`src/rtl/tile_fifo.sv`:
```
// Circular tile buffer between the vector loader and the compute stage.
// The head slot is shown combinationally; each slot also stores a flag marking the last tile of a transfer.
module tile_fifo #(
  parameter int TILE_WIDTH = 256,
  parameter int DATA_WIDTH = 8,
  parameter int DEPTH      = 4,
  localparam int ELEM_COUNT = TILE_WIDTH / DATA_WIDTH,
  localparam int PTR_W      = $clog2(DEPTH),
  localparam int CNT_W      = $clog2(DEPTH + 1)
) (
  input  logic                             clk,
  input  logic                             rst,
  input  logic                             flush,
  input  logic [DATA_WIDTH*ELEM_COUNT-1:0] tile_in,
  input  logic                             tile_valid,
  input  logic                             tile_last,
  output logic [DATA_WIDTH*ELEM_COUNT-1:0] out_tile,
  output logic                             out_last,
  output logic                             out_valid,
  input  logic                             out_ready,
  output logic                             xfer_done,
  output logic [CNT_W-1:0]                 count,
  output logic                             full,
  output logic                             empty,
  output logic                             overflow
);

  logic [DATA_WIDTH*ELEM_COUNT-1:0] mem [DEPTH];
  logic [DEPTH-1:0]                 last_q;
  logic [PTR_W-1:0]                 wr_ptr;
  logic [PTR_W-1:0]                 rd_ptr;
  logic [CNT_W-1:0]                 count_q;
  logic                             pop;
  logic                             push_ok;

  assign count     = count_q;
  assign empty     = (count_q == '0);
  assign full      = (count_q == CNT_W'(DEPTH));
  assign out_valid = !empty;
  assign out_tile  = mem[rd_ptr];
  assign out_last  = last_q[rd_ptr];
  assign pop       = out_valid && out_ready;
  // A pop in the same cycle frees a slot, so a push at full is still accepted.
  assign push_ok   = tile_valid && (!full || pop);

  always_ff @(posedge clk or negedge rst) begin
    if (!rst) begin
      wr_ptr    <= '0;
      rd_ptr    <= '0;
      count_q   <= '0;
      overflow  <= 1'b0;
      xfer_done <= 1'b0;
      last_q    <= '0;
      for (int i = 0; i < DEPTH; i++) mem[i] <= '0;
    end else if (flush) begin
      wr_ptr    <= '0;
      rd_ptr    <= '0;
      count_q   <= '0;
      overflow  <= 1'b0;
      xfer_done <= 1'b0;
    end else begin
      if (push_ok) begin
        mem[wr_ptr]    <= tile_in;
        last_q[wr_ptr] <= tile_last;
        wr_ptr         <= wr_ptr + PTR_W'(1);
      end
      if (pop) rd_ptr <= rd_ptr + PTR_W'(1);
      if (push_ok && !pop)      count_q <= count_q + CNT_W'(1);
      else if (!push_ok && pop) count_q <= count_q - CNT_W'(1);
      if (tile_valid && !push_ok) overflow <= 1'b1;
      xfer_done <= pop && out_last;
    end
  end

endmodule

```
`config.mk`:
```
export PLATFORM = sky130hd
export DESIGN_NAME = tile_fifo
export DESIGN_NICKNAME = d
export VERILOG_FILES = /design/src/rtl/tile_fifo.sv
export SDC_FILE = /design/constraint.sdc
export NUM_CORES = 1
export LEC_CHECK = 0
export CELL_PAD_IN_SITES_DETAIL_PLACEMENT = 1
export CELL_PAD_IN_SITES_GLOBAL_PLACEMENT = 2
export CORE_ASPECT_RATIO = 1.25
export CORE_MARGIN = 8
export CORE_UTILIZATION = 43
export DETAILED_ROUTE_END_ITERATION = 10
export GPL_TIMING_DRIVEN = 0
export PLACE_DENSITY_LB_ADDON = 0.1
export SYNTH_ARGS = -nofsm -noshare
export SYNTH_HDL_FRONTEND = slang
export SYNTH_SLANG_ARGS = --single-unit
```
`constraint.sdc`:
```
create_clock -name clk -period 2.4 [get_ports clk]
set_input_delay 0.48 -clock clk [delete_from_list [all_inputs] [get_ports clk]]
set_output_delay 0.48 -clock clk [all_outputs]
set_load 0.03 [all_outputs]
```
---- Word level (Yosys, flattened, before mapping) ----
Cells that the tools add are included.
word-level totals
  bits in writable memories ............... 0
  memories kept ........................... 0
  flip-flop bits (word level) ............. 1037
  bits in read-only memories .............. 0
  output and inout port bits .............. 265
  latch bits .............................. 0
  bits of input ports ..................... 262
cells by class
  multipliers ............................. 0
  mux-type cells .......................... 21
  shifts and indexed selects .............. 0
  reductions and logical operators ........ 19
  div/mod/pow operators ................... 0
  order comparisons ....................... 6
  eq/ne operators ......................... 1
  add/sub/neg operators ................... 4
  bitwise operators ....................... 3
operators by type and width
  operator                                                            count
  bitwise mux 1024 bit                                                1
  2-to-1 mux 256 bit                                                  3
  binary-select mux 256 bit (select 2 bit)                            1
  demux 256 bit (select 2 bit)                                        1
  2-to-1 mux 3 bit                                                    3
  logical AND 1 bit                                                   8
  2-to-1 mux 2 bit                                                    4
  greater-or-equal comparator 3 bit (second input constant)           2
  < comparator 2 x 3 -> 1 bit (second input constant)                 2
  inverter 2 -> 3 bit                                                 2
  nonzero test 2 bit                                                  3
  2-to-1 mux 1 bit                                                    5
  adder 2 x 1 -> 2 bit (second input constant)                        2
  bitwise mux 4 bit                                                   1
  zero test 1 bit                                                     4
  adder 3 x 1 -> 3 bit (second input constant)                        1
  equality test 3 bit (second input constant)                         1
  zero test 3 bit                                                     1
  < comparator 3 x 1 -> 1 bit (second input constant)                 1
  nonzero test 3 bit                                                  1
  subtractor 3 x 1 -> 3 bit (second input constant)                   1
  binary-select mux 1 bit (select 2 bit)                              1
  demux 1 bit (select 2 bit)                                          1
  greater-or-equal comparator 2 x 1 -> 1 bit (second input constant)  1
  other kinds (3)                                                     3

---- Longest topological paths before layout ----
  depth in word-level cells ............... 10
  depth in mapped cells ................... 8
  gate-level depth less buffers ........... 7

---- Worst setup path before layout ----
Ideal clock, no wire load.
  path kind ............................... register -> output
  start point ............................. register rd_ptr[0]
  end point ............................... output port out_tile[222]
  data arrival time ....................... 1.693 ns
  data required time ...................... 1.920 ns
  cell stages (with the launch flop) ...... 5
  slack ................................... 0.227 ns
  cell sequence ........................... dfrtp_1 buf_2 buf_2 buf_2 mux4_2
on the way
  longest elaborated chain between the ends .. 4
RTL lines
  item                                                    line  text
  start: declaration                                      31    logic [PTR_W-1:0] rd_ptr;
  start signal: assignment                                67    if (pop) rd_ptr <= rd_ptr + PTR_W'(1);
  inverter 2 -> 3 bit (not written as such)               40    assign out_tile = mem[rd_ptr];
  binary-select mux 256 bit (select 2 bit)                40
  2-to-1 mux 256 bit (not written as such) (2 in series)  40
  end: declaration                                        17    output logic [DATA_WIDTH*ELEM_COUNT-1:0] out_tile,
Every way passes these cells. The select of a mux whose other input is x is not followed.

---- Worst setup path after layout ----
  start point ............................. register rd_ptr[0]
  end point ............................... output port out_tile[146]
Same word-level chain as after synthesis.

==> summary.md <==
| Metric | Value |
|---|---|
| Status | `complete, but fails checks` |
| Violated checks | `negative setup slack` |
| Crit start category | `flip-flop` |
| GP Congestion | `between 0.7 and 0.8` |
| Placed Area | `56,100 um^2` |
| TritonCTS clock tree | `done` |
| Ports | `roughly 530` |
| Tot GR Track Use | `approximately 22%` |
| Gr ovfl total | `0` |
| Max incr delay on CP | `between 0.5 and 0.6 ns` |
| Initial DRC count | `1,174` |
| R2R depth | `7` |
| Design area | `roughly 62,000 um^2` |
| Core area | `~110,000 um^2` |
| Residual DRC count | `0` |
| Die area | `125,000 um^2` |
| Count of clock tree sinks | `about 1,000` |
| Routed wire per std cell | `28.7 um` |
| Max Freq | `between 300 and 400 MHz` |
| Final setup TNS | `-122.75 ns` |
| Multi-input gate area | `between 20,000 and 25,000 um^2` |
| Crit-path cells | `buf_12 > clkbuf_16 > buf_12 > mux4_2 > clkdlybuf4s15_2` |
| Root Driver | `clkbuf_16` |
| Share of the synthesized area in the top cell type | `a little over half` |
| Area grow syn2layout | `26.5%` |
| Pwr Density | `roughly 1400 nW/um^2` |
| CP max-delay cell | `mux4_2` |
| Worst Skew | `about 0.022 ns` |
| Reg-to-reg endpoint | `mem[398]$_DFFE_PN0P_` |
| Combinational fraction of design power | `between 40 and 50%` |
| Smallest hold slack | `approximately 0.22 ns` |
| Net Sw Frac | `roughly a third` |
| Final worst setup slack | `-0.597 ns` |
| Largest net degree at the start of global routing | `125` |
| WP buf/inv | `4` |
| Hold Path End | `xfer_done$_DFF_PN0_` |
| CTS buffer count | `about 110` |
| Psw | `approximately 0.029 W` |
| Vias in the first global route | `30,700` |
| First-pass GRT wire length | `209,000 um` |
| Max clock buf depth | `3` |
| Required time of the worst setup path | `around 1.9 ns` |
| Wirelength, routed | `140,000 um` |
| Worst hold path class | `in2reg` |
| Sequential fraction of the synthesis area | `a little over half` |
| Initial antenna violation count | `51` |
| Worst slew pin tran | `0.706 ns` |
| Count of state elements after synthesis | `1,037` |
| Worst-path maximum fanout | `10` |
| Layout cells sized above 1 | `59.4%` |
| CTS clk-pin slew, worst paths | `~0.060 ns` |
| Antenna viol nets, final | `0` |
| Pleak | `27.4 nW` |
| Detailed Routing Iterations Pass 1 | `5` |
| Hold path start | `out_ready` |
| Hold Path Depth | `3` |
| Maximum vdd drop | `0.712 mV` |
| Fill count | `10,200` |
| Row cnt | `between 100 and 150` |
| Final Util | `54.6%` |
| Unique masters post-synth | `33` |
| R2R Setup Slk | `0.17 ns` |
| Flop pwr share | `33.9%` |
| Area contributors post-synth | `dfrtp_1 53%, mux2_4 28%, mux4_2 12%, mux2_2 2.6%, buf_6 2.0%` |
| P_int | `between 0.05 and 0.06 W` |
| Relative slew margins | `a little over half` |
| Mapped Cells | `~2,600` |
| Largest area contributor in the netlist | `dfrtp_1` |
| Post-synth net total | `between 2,000 and 3,000` |
| Post-DP HPWL | `roughly 94,000 um` |
| Initial Util | `between 40% and 50%` |
| Max Cap Viol | `0` |
| Worst path top cell family by delay | `buffers and inverters` |
| FF+latch area | `between 20,000 and 30,000 um^2` |
| Most used cell along the critical path | `buf_12` |
| Avg Inst Size Synth | `19.1 um^2` |
| Via/cell ratio | `5.35` |
| Clk network pwr share | `21.2%` |
| Via count | `around 26,000` |
| RSZ-0062 raised after global routing | `yes` |
| Nets | `around 3,500` |
| Placed Instances | `4,561` |
| H-tree lvl count | `3` |
| Die height | `about 390 um` |
| Hold Vio Cnt, Final | `0` |
| Final setup violation count | `roughly 260` |
| CP endpoint kind | `output port` |
| Post-route minimum period | `~3 ns` |
| Post-Layout Cell Count | `between 4,000 and 5,000` |
| RR Startpoint | `count[2]$_DFFE_PN0P_` |
| Post-Syn Area | `48,800 um^2` |
| IO buf count | `around 530` |
| Syn. warnings | `0` |
| Final worst path period share | `125%` |
| CP arrival | `between 2 and 3 ns` |
| Worst-Skew Late Latency | `between 0.7 and 0.8 ns` |
| Worst setup path category | `reg2out` |
| Width of the die | `317 um` |
| Slew Limit Fails | `0` |
==> metal layers <==
metal,share of wire (%),track usage (%),vias to the layer above
met5,0.13,0,-
met4,3.6,9.07,26
met3,7.1,6.57,221
met2,49,35.7,590
met1,40,28.0,14200
li1,-,-,11000
==> metrics by stage <==
| stage | power, W | worst slack, ns |
|---|---|---|
| after global routing | 0.0901 | -0.679 |
| after floorplan | 0.0525 | 0.227 |
| after global placement | 0.0640 | -42.88 |
| after CTS | 0.0831 | -0.682 |
| final | 0.0859 | -0.597 |
| after detailed placement | 0.0653 | -1.72 |
==> sequential cells by signal, indices dropped and copies added, names as in the netlist <==
name       count
overflow       1
count          3
last_q         4
rd_ptr         2
mem         1024
wr_ptr         2
xfer_done      1
==> Yosys cell counts, drive strengths merged <==
cell / n
and2: 1
dfrtp: 1037
nand2b: 4
mux2i: 2
nor2b: 1
clkbuf: 24
mux4: 257
nor4b: 2
a31oi: 2
xor2: 2
xnor2: 1
nor3b: 1
o311ai: 1
o21a: 1
fa: 1
or3: 2
inv: 5
nand2: 1
nor2: 12
a21oi: 1
and2b: 1
ha: 4
mux2: 1031
nor4bb: 4
o21ai: 1
a221oi: 1
o31ai: 1
buf: 155
==> layout make-up <==
| class | count | area share (%) |
|---|---|---|
| buffer | 177 | 3.55 |
| clock buffer | 157 | 5.28 |
| clock inverter | 48 | 0.964 |
| inverter | 5 | 0.0304 |
| multi-input combinational | 1335 | 34.4 |
| timing repair buffer | 613 | 10.6 |
| tap | 1470 | 2.98 |
| antenna | 35 | 0.142 |
| sequential | 1037 | 42.1 |
==> worst max-delay path by stage <==
stage	start	to	slack, ns	depth (start not counted)
finish	rd_ptr[0]$_DFFE_PN0P_	out_tile[146]	-0.60	5
global route	rd_ptr[0]$_DFFE_PN0P_	out_tile[146]	-0.68	5
CTS	rd_ptr[0]$_DFFE_PN0P_	out_tile[9]	-0.68	4
detailed placement	rd_ptr[1]$_DFFE_PN0P_	out_tile[74]	-1.72	5
global placement	rst	mem[544]$_DFFE_PN0P_	-42.88	1
floorplan	rd_ptr[0]$_DFFE_PN0P_	out_tile[222]	0.23	4
==> kinds of logic after synthesis <==
family          after synthesis  synth area share [%]
xor+xnor                      3                0.0539
flops                      1037                  53.2
simple gates                 29                 0.382
fa+ha+maj                     5                 0.144
compound gates                8                 0.113
mux                        1290                  42.8
buf+inv                     184                  3.29
==> cells in the final DEF (no fill, tap or decap), types with 12 or more instances in the layout <==
cell,instances
mux2_2,111
buf_16,18
clkbuf_4,15
buf_6,246
buf_12,34
buf_4,42
diode_2,35
clkdlybuf4s50_1,263
clkbuf_2,12
mux2_4,920
buf_8,30
clkinv_2,26
bufinv_16,13
clkbuf_8,24
clkbuf_1,21
dfrtp_1,1034
clkbuf_16,138
buf_2,95
mux4_2,257
==> tightest hold or removal path: stages <==
cell,delay [ns]
buf_2,0.16
o31ai_1,0.13
nor3b_1,0.08
==> power groups by stage <==
| stage | combinational, W | clock [W] | sequential (W) |
|---|---|---|---|
| 2_1_floorplan | 0.0250 | 0 | 0.0276 |
| 3_3_place_gp | 0.0353 | 0 | 0.0287 |
| 3_5_place_dp | 0.0361 | 0 | 0.0292 |
| 4_1_cts | 0.0352 | 0.0188 | 0.0291 |
| 5_1_grt | 0.0407 | 0.0194 | 0.0300 |
| 6_report | 0.0386 | 0.0182 | 0.0291 |
==> timing repair <==
action                      CTS  global route
resized for setup          1147           799
hold buffers                  2             1
buffers inserted              0            56
pin swaps                     0             0
gates cloned                  2            18
hold endpoints to repair     63           277
setup endpoints to repair   263           662
Note: power is estimated with default switching activity, not from simulation.
